### config.mk
export PLATFORM = sky130hd
export DESIGN_NAME = ifetch_unit
export DESIGN_NICKNAME = d
export VERILOG_FILES = /design/src/rtl/ifetch_unit_pkg.sv /design/src/rtl/ifetch_unit_ifid_reg.sv /design/src/rtl/ifetch_unit.sv
export SDC_FILE = /design/constraint.sdc
export NUM_CORES = 1
export LEC_CHECK = 0
export CORE_ASPECT_RATIO = 1.4
export CORE_MARGIN = 2
export CORE_UTILIZATION = 50
export DETAILED_ROUTE_END_ITERATION = 8
export GPL_TIMING_DRIVEN = 0
export PLACE_DENSITY = 0.89
export SYNTH_ARGS = -nofsm -noshare
export SYNTH_HDL_FRONTEND = slang
export SYNTH_SLANG_ARGS = --single-unit
### constraint.sdc
create_clock -name clk -period 8.4 [get_ports clk]
set_clock_uncertainty 0.15 [all_clocks]
set_input_delay 1.68 -clock clk [delete_from_list [all_inputs] [get_ports clk]]
set_output_delay 1.68 -clock clk [all_outputs]
set_load 0.02 [all_outputs]
### src/rtl/ifetch_unit_pkg.sv
// Shared fetch/decode definitions: fetch FSM state encoding, the RV32 bubble
// instruction and small PC helpers.
package ifetch_unit_pkg;

   localparam int XLEN = 32;

   // addi x0,x0,0
   localparam logic [XLEN-1:0] NOP_INSTR_RV = 32'h0000_0013;

   typedef enum logic [2:0] {
      ST_FETCH   = 3'd0,
      ST_WAIT    = 3'd1,
      ST_HOLD    = 3'd2,
      ST_DISCARD = 3'd3,
      ST_HALT    = 3'd4
   } fetch_state_e;

   function automatic logic [XLEN-1:0] pc_next_seq(input logic [XLEN-1:0] pc);
      return pc + XLEN'(4);
   endfunction

   function automatic logic is_word_aligned(input logic [XLEN-1:0] addr);
      return addr[1:0] == 2'b00;
   endfunction

endpackage

### src/rtl/ifetch_unit_ifid_reg.sv
// IF/ID pipeline register: flush beats load, stall holds, otherwise a bubble
// is loaded whenever no instruction is offered.
module ifid_reg
   import ifetch_unit_pkg::*;
#(
   parameter logic [XLEN-1:0] NOP_INSTR = NOP_INSTR_RV
) (
   input  logic            clk,
   input  logic            rst,
   input  logic            flush_in,
   input  logic            load_in,
   input  logic            stall_in,
   input  logic [XLEN-1:0] instr_in,
   input  logic [XLEN-1:0] pc_in,
   output logic [XLEN-1:0] instr_out,
   output logic [XLEN-1:0] pc_out,
   output logic            valid_out
);

   logic [XLEN-1:0] instr_q, instr_d;
   logic [XLEN-1:0] pc_q, pc_d;
   logic            valid_q, valid_d;

   always_comb begin
      instr_d = instr_q;
      pc_d    = pc_q;
      valid_d = valid_q;
      if (flush_in) begin
         instr_d = NOP_INSTR;
         pc_d    = pc_in;
         valid_d = 1'b0;
      end else if (!stall_in) begin
         instr_d = load_in ? instr_in : NOP_INSTR;
         pc_d    = pc_in;
         valid_d = load_in;
      end
   end

   always_ff @(posedge clk) begin
      if (rst) begin
         instr_q <= NOP_INSTR;
         pc_q    <= '0;
         valid_q <= 1'b0;
      end else begin
         instr_q <= instr_d;
         pc_q    <= pc_d;
         valid_q <= valid_d;
      end
   end

   assign instr_out = instr_q;
   assign pc_out    = pc_q;
   assign valid_out = valid_q;

endmodule

### src/rtl/ifetch_unit.sv
// Instruction fetch stage: one outstanding imem request, a one-entry stall
// buffer, redirect/discard handling and a sticky halt.
module ifetch_unit
   import ifetch_unit_pkg::*;
#(
   parameter logic [31:0] RESET_PC  = 32'h0000_0000,
   parameter logic [31:0] NOP_INSTR = NOP_INSTR_RV
) (
   input  logic        clk,
   input  logic        rst,
   output logic        imem_req_out,
   output logic [31:0] imem_addr_out,
   input  logic        imem_ack_in,
   input  logic [31:0] imem_rdata_in,
   input  logic        stall_in,
   input  logic        redirect_in,
   input  logic [31:0] redirect_pc_in,
   input  logic        halt_in,
   output logic [31:0] instr_out_if,
   output logic [31:0] pc_out_if,
   output logic        valid_out_if,
   output logic        halt_out_if
);

   fetch_state_e state_q, state_d;
   logic [31:0]  pc_q, pc_d;
   logic [31:0]  buf_q, buf_d;
   logic         buf_vld_q, buf_vld_d;
   logic         halt_q, halt_d;

   logic         redir_take;
   logic         redir_bad;
   logic         go_halt;
   logic         ifid_flush;
   logic         ifid_load;
   logic         buf_capture;
   logic [31:0]  ifid_instr;

   // halt_in outranks redirect; a halted unit ignores redirects entirely
   assign redir_take = redirect_in && !halt_in && (state_q != ST_HALT);
   assign redir_bad  = redir_take && !is_word_aligned(redirect_pc_in);
   assign go_halt    = halt_in || redir_bad;

   always_ff @(posedge clk) begin
      if (rst) begin
         state_q   <= ST_FETCH;
         pc_q      <= RESET_PC;
         buf_vld_q <= 1'b0;
         halt_q    <= 1'b0;
      end else begin
         state_q   <= state_d;
         pc_q      <= pc_d;
         buf_vld_q <= buf_vld_d;
         halt_q    <= halt_d;
      end
   end

   always_ff @(posedge clk) begin
      buf_q <= buf_d;
   end

   always_comb begin
      state_d = state_q;
      if (state_q == ST_HALT || go_halt) begin
         state_d = ST_HALT;
      end else if (redir_take) begin
         // a request still in flight must have its ack swallowed
         if ((state_q == ST_WAIT || state_q == ST_DISCARD) && !imem_ack_in)
            state_d = ST_DISCARD;
         else
            state_d = ST_FETCH;
      end else begin
         case (state_q)
            ST_FETCH:   state_d = ST_WAIT;
            ST_WAIT:    if (imem_ack_in) state_d = stall_in ? ST_HOLD : ST_FETCH;
            ST_HOLD:    if (!stall_in) state_d = ST_FETCH;
            ST_DISCARD: if (imem_ack_in) state_d = ST_FETCH;
            default:    state_d = ST_HALT;
         endcase
      end
   end

   always_comb begin
      // no request is launched in a cycle that is being redirected or halted
      imem_req_out  = !rst && (state_q == ST_FETCH) && !redirect_in && !halt_in;
      imem_addr_out = pc_q;
      ifid_flush    = go_halt || redir_take || (state_q == ST_HALT);
      ifid_load     = !ifid_flush && !stall_in &&
                      (((state_q == ST_WAIT) && imem_ack_in) ||
                       ((state_q == ST_HOLD) && buf_vld_q));
      buf_capture   = !ifid_flush && stall_in && (state_q == ST_WAIT) && imem_ack_in;
      ifid_instr    = (state_q == ST_HOLD) ? buf_q : imem_rdata_in;
   end

   always_comb begin
      pc_d      = pc_q;
      buf_d     = buf_q;
      buf_vld_d = buf_vld_q;
      halt_d    = halt_q | go_halt;
      if (redir_take && !redir_bad)
         pc_d = redirect_pc_in;
      else if (ifid_load)
         pc_d = pc_next_seq(pc_q);
      if (buf_capture) begin
         buf_d     = imem_rdata_in;
         buf_vld_d = 1'b1;
      end else if (ifid_flush || ifid_load) begin
         buf_vld_d = 1'b0;
      end
   end

   ifid_reg #(
      .NOP_INSTR (NOP_INSTR)
   ) u_ifid_reg (
      .clk       (clk),
      .rst       (rst),
      .flush_in  (ifid_flush),
      .load_in   (ifid_load),
      .stall_in  (stall_in),
      .instr_in  (ifid_instr),
      .pc_in     (pc_q),
      .instr_out (instr_out_if),
      .pc_out    (pc_out_if),
      .valid_out (valid_out_if)
   );

   assign halt_out_if = halt_q;

endmodule

---- Word-level counts from Yosys, hierarchy flattened ----
Index checks and enable logic that the tools add are counted.
storage, ports and cells
  bits in registers ....................... 134
  output and inout port bits .............. 99
cells by class
  $add $sub $neg .......................... 1
  equal/unequal tests ..................... 12
  multiplexer cells ....................... 16
  bitwise logic cells ..................... 1
  reduce and logical (&&, ||, !) cells .... 38
operator list
  cell                     count
  $mux W32                 6
  $add A32 B3 Y32 const B  1
  $logic_and A1 B1 Y1      15
  $mux W3                  5
  $ne A3 B3 Y1 const B     4
  $ne A4 B4 Y1 const B     3
  $pmux W3 S4              1
  $logic_not A1 Y1         8
  $logic_or A1 B1 Y1       7
  $eq A3 B2 Y1 const B     2
  $reduce_and A3 Y1        2
  $mux W2                  2
  $reduce_bool A2 Y1       2
  $reduce_or A2 Y1         2
  $eq A3 B1 Y1 const B     1
  $eq A3 B3 Y1 const B     1
  $logic_not A3 Y1         1
  $logic_not A2 Y1         1
  $mux W1                  2
  $ne A2 B1 Y1 const B     1
  $or A1 B1 Y1             1

---- Depth between registers and ports, before layout ----
  depth after elaboration ................. 13
  mapped depth ............................ 9

---- Modules after synthesis ----
Synthesis repeated with hierarchy kept, for this count alone.
unflattened totals
  cells, all modules ...................... 571
  area total of the unflattened synthesis .. 5622.9 µm²
by module, submodules not included
  module       instances  cells each  area an instance (µm²)  sequential area each (µm²)
  ifetch_unit  1          316         3382.0                  1701.6
  ifid_reg     1          255         2240.9                  1301.2

---- Worst setup path after synthesis ----
OpenSTA, ideal clock, no wires.
  kind .................................... input-to-output
  start point ............................. input port rst
  end point ............................... output port imem_req_out
  arrival time ............................ 2.568 ns
  data required time ...................... 6.570 ns
  slack ................................... 4.002 ns
  stages .................................. 3
  path buffers ............................ 2
  cells stage by stage .................... clkbuf_1 -> buf_1 -> nor3_1
on the way
  cells in the longest elaborated chain, start to end .. 4
ends and longest elaborated chain
  element                           RTL line           text
  start: declaration                ifetch_unit.sv:10  input logic rst,
  $logic_not A1 Y1                  ifetch_unit.sv:85  imem_req_out = !rst && (state_q == ST_FETCH) && !redirect_in && !halt_in;
  $logic_and A1 B1 Y1 (3 in a row)  ifetch_unit.sv:85
  end: declaration                  ifetch_unit.sv:11  output logic imem_req_out,
Every way passes these cells.

---- Worst setup path in the final report ----
Same ends and word-level chain as after synthesis.

==> results.toml <==
[status]
status = "finished clean"

[yosys]
yosysTopAreaCell = "dfxtp_1"
synth_flop_cell = "dfxtp_1"
avgSynthCellArea_um2 = 9.146
synthXorXnorAreaFrac = 0.04122
yosys.area_share.simple = 0.1961
synthTopCellsByArea = "dfxtp_1, edfxtp_1, nor2_1"
synth_top_area_share = 0.3696
syn-num-nets = 675
synth-adder-area-share = 0.002265
async_flop_share = 0
synth_seq_cells = 134
synth.area.mux_share = 0.06048
synth_edf_count = 32
ys_warn_count = 0
syn_inst = 604
synth_seq_area_share = 0.5436
synth_top_family_by_area = "simple AND/OR/NAND/NOR gates"
yosysUniqueCellTypes = 40
synth.cell_area_um2 = 5524
synth_compound_area_frac = 0.1178

[final_layout]
fillers = 796
area_delta_synth_final_pct = 42.97
layout.nets = 859
drive_gt1_frac = 0.04625
antenna_cells = 0

[floorplanning]
dieHeight_um = 128.4
initial_core_util = 0.5110
die_width_um = 92.84
dieArea_um2 = 11920
core_um2 = 10810
io_pins = 169
rows = 45

[min_path]
hp-start = "imem_addr_out[0]"
holdCritPathClass = "register to register"
hold_depth = 2

[sta]
fmax_mhz = 173.6
slew_headroom = 0.1357
setup_viol = 0
period_share = 0.6859
finalHoldViolCount = 0
finalCriticalPeriod_ps = 5761
worst_slack_ps = 2639
rsz0062_at_grt = "no"
slew_violations = 0
finalSetupTns_ps = 0
tightest_slew_ps = 1285

[clocking]
post_cts_buffers = 0
numCtsBuffers = 17
ctsResizeCount = 0
clock-sinks = 134
root_buffer = "clkbuf_16"
cts_tree = "yes"
clk_pin_slew_ps = 60
clock_path_buffers = 2
holdBufCountCts = 0
h-tree-depth = 4
insertion_delay_ps = 410

[global_routing]
grt.total_usage = 0.2615
overflow = 0
grt_pass1_wl_um = 24610
grt_max_degree = 33
grt_antenna_before_repair = 0
grt_pass1_vias = 5126

[critical_path]
crit_path_frequent_cell = "clkdlybuf4s50_1"
max_stage_delay_ps = 640
crit_family = "buffers and inverters"
worstPathCellList = "clkdlybuf4s50_1 -> clkbuf_1 -> buf_1 -> nor3_1 -> clkdlybuf4s50_1"
crit_start = "rst"
worst-path-max-fanout = 10
start_kind = "input pin"
r2r-start = "state_q[2]"
worstSetupPathType = "input pin to output port"
rr_worst_depth = 4
crit_slowest_cell = "clkdlybuf4s50_1"
required_ps = 6570
worstSetupPathDepth = 5
critPathArrivalTime_ps = 3930
endpoint_kind = "output port"
crit_buf_inv = 4

[placement]
gp_congestion = 0.9062
io_buffers = 165
hpwl_um = 11450
pre_cts_ws_ps = 2684

[power_and_ir_drop]
p_per_area_nw_per_um2 = 184.1
power_leakage_nw = 2.522
finalPower_mw = 1.454
ir_worst_vdd_uv = 141.9

[flow_run]
drv_cap = 0

[routing]
dr.max_layer_used = "met4"
vias_per_cell = 5.446
wl_per_cell_um = 16.46
firstDrtPassIters = 5
route.detailed.drc = 0
wl_met1_um = 5871
ant_nets = 0
met2_length_um = 8162
drt-total-wl_um = 15490
drt_iter0_drc = 251
met3_length_um = 1145
vias = 5125
## metal layers
metal,up-vias,track usage
met5,-,0
met4,0,0.09343
met3,31,0.07728
met2,240,0.4800
met1,2392,0.2839
li1,2462,-
## power by group
part	switching (mW)	leakage, nW	internal [mW]
Clock	0.265	0.270	0.414
Sequential	0.00872	1.11	0.667
Combinational	0.0472	1.14	0.0516
Total	0.321	2.52	1.13
## flip-flops by register name, indices dropped and copies added, names as in the netlist
signal,cells
u_ifid_reg.instr_out,32
imem_addr_out,32
state_q,3
u_ifid_reg.pc_out,32
halt_out_if,1
u_ifid_reg.valid_out,1
buf_q,32
buf_vld_q,1
## layout make-up
class                      count  area, um^2  share of cell area
inverter                      13       48.80            0.006179
buffer                        41       163.9             0.02075
timing repair buffer         165        1652              0.2091
multi-input combinational    416        2308              0.2923
clock buffer                  23       499.2             0.06321
clock inverter                 8       46.29            0.005862
tap                          141       176.4             0.02234
sequential                   134        3003              0.3802
## worst paths after layout
kind                      endpoint  slack (ps)
setup / recovery      imem_req_out        2640
hold / removal    imem_addr_out[0]         300
setup reg to reg         buf_q[26]        4960
hold reg to reg   imem_addr_out[0]         300
## synth_stat cells, drive strengths merged (4+ instances only)
library cell,count
dfxtp,102
nor2,99
nand2,83
a21oi,66
edfxtp,32
mux2i,30
clkbuf,29
a211oi,25
xnor2,25
nor3,15
inv,13
buf,12
nor4,12
nand3,10
o21ai,8
nand4,5
and4,4
## kinds of logic after synthesis
kind of cell / Yosys count
buf+inv: 54
simple gates: 245
mux: 33
compound gates: 111
fa+ha+maj: 1
xor+xnor: 26
flops: 134
## placed cells by master, fill, tap and decap left out, drive strengths merged, types with 15 or more instances in the layout
cell | Yosys | layout
nor2 | 99 | 99
a211oi | 25 | 25
clkbuf | 29 | 52
mux2i | 30 | 30
dfxtp | 102 | 102
edfxtp | 32 | 32
clkdlybuf4s50 | 0 | 165
nor3 | 15 | 15
a21oi | 66 | 66
nand2 | 83 | 83
xnor2 | 25 | 25
## stage by stage
step                cell area, um^2  instances    util  hold slack, ps
finish                         7898        941  0.7306           298.2
global route                   7898        941  0.7306           322.5
CTS                            7898        941  0.7306           300.3
detailed placement             7352        910  0.6801           292.7
global placement               7352        910  0.6801           289.0
floorplan                      5524        604       -           293.7
## worst reg2reg max path, cell delays in order, from the launching register on
cell and delay (ps):
dfxtp_1 400, nor3b_1 220, nor4_1 990, nand4_1 270, inv_1 1010
Note: power is estimated with default switching activity, not from simulation.
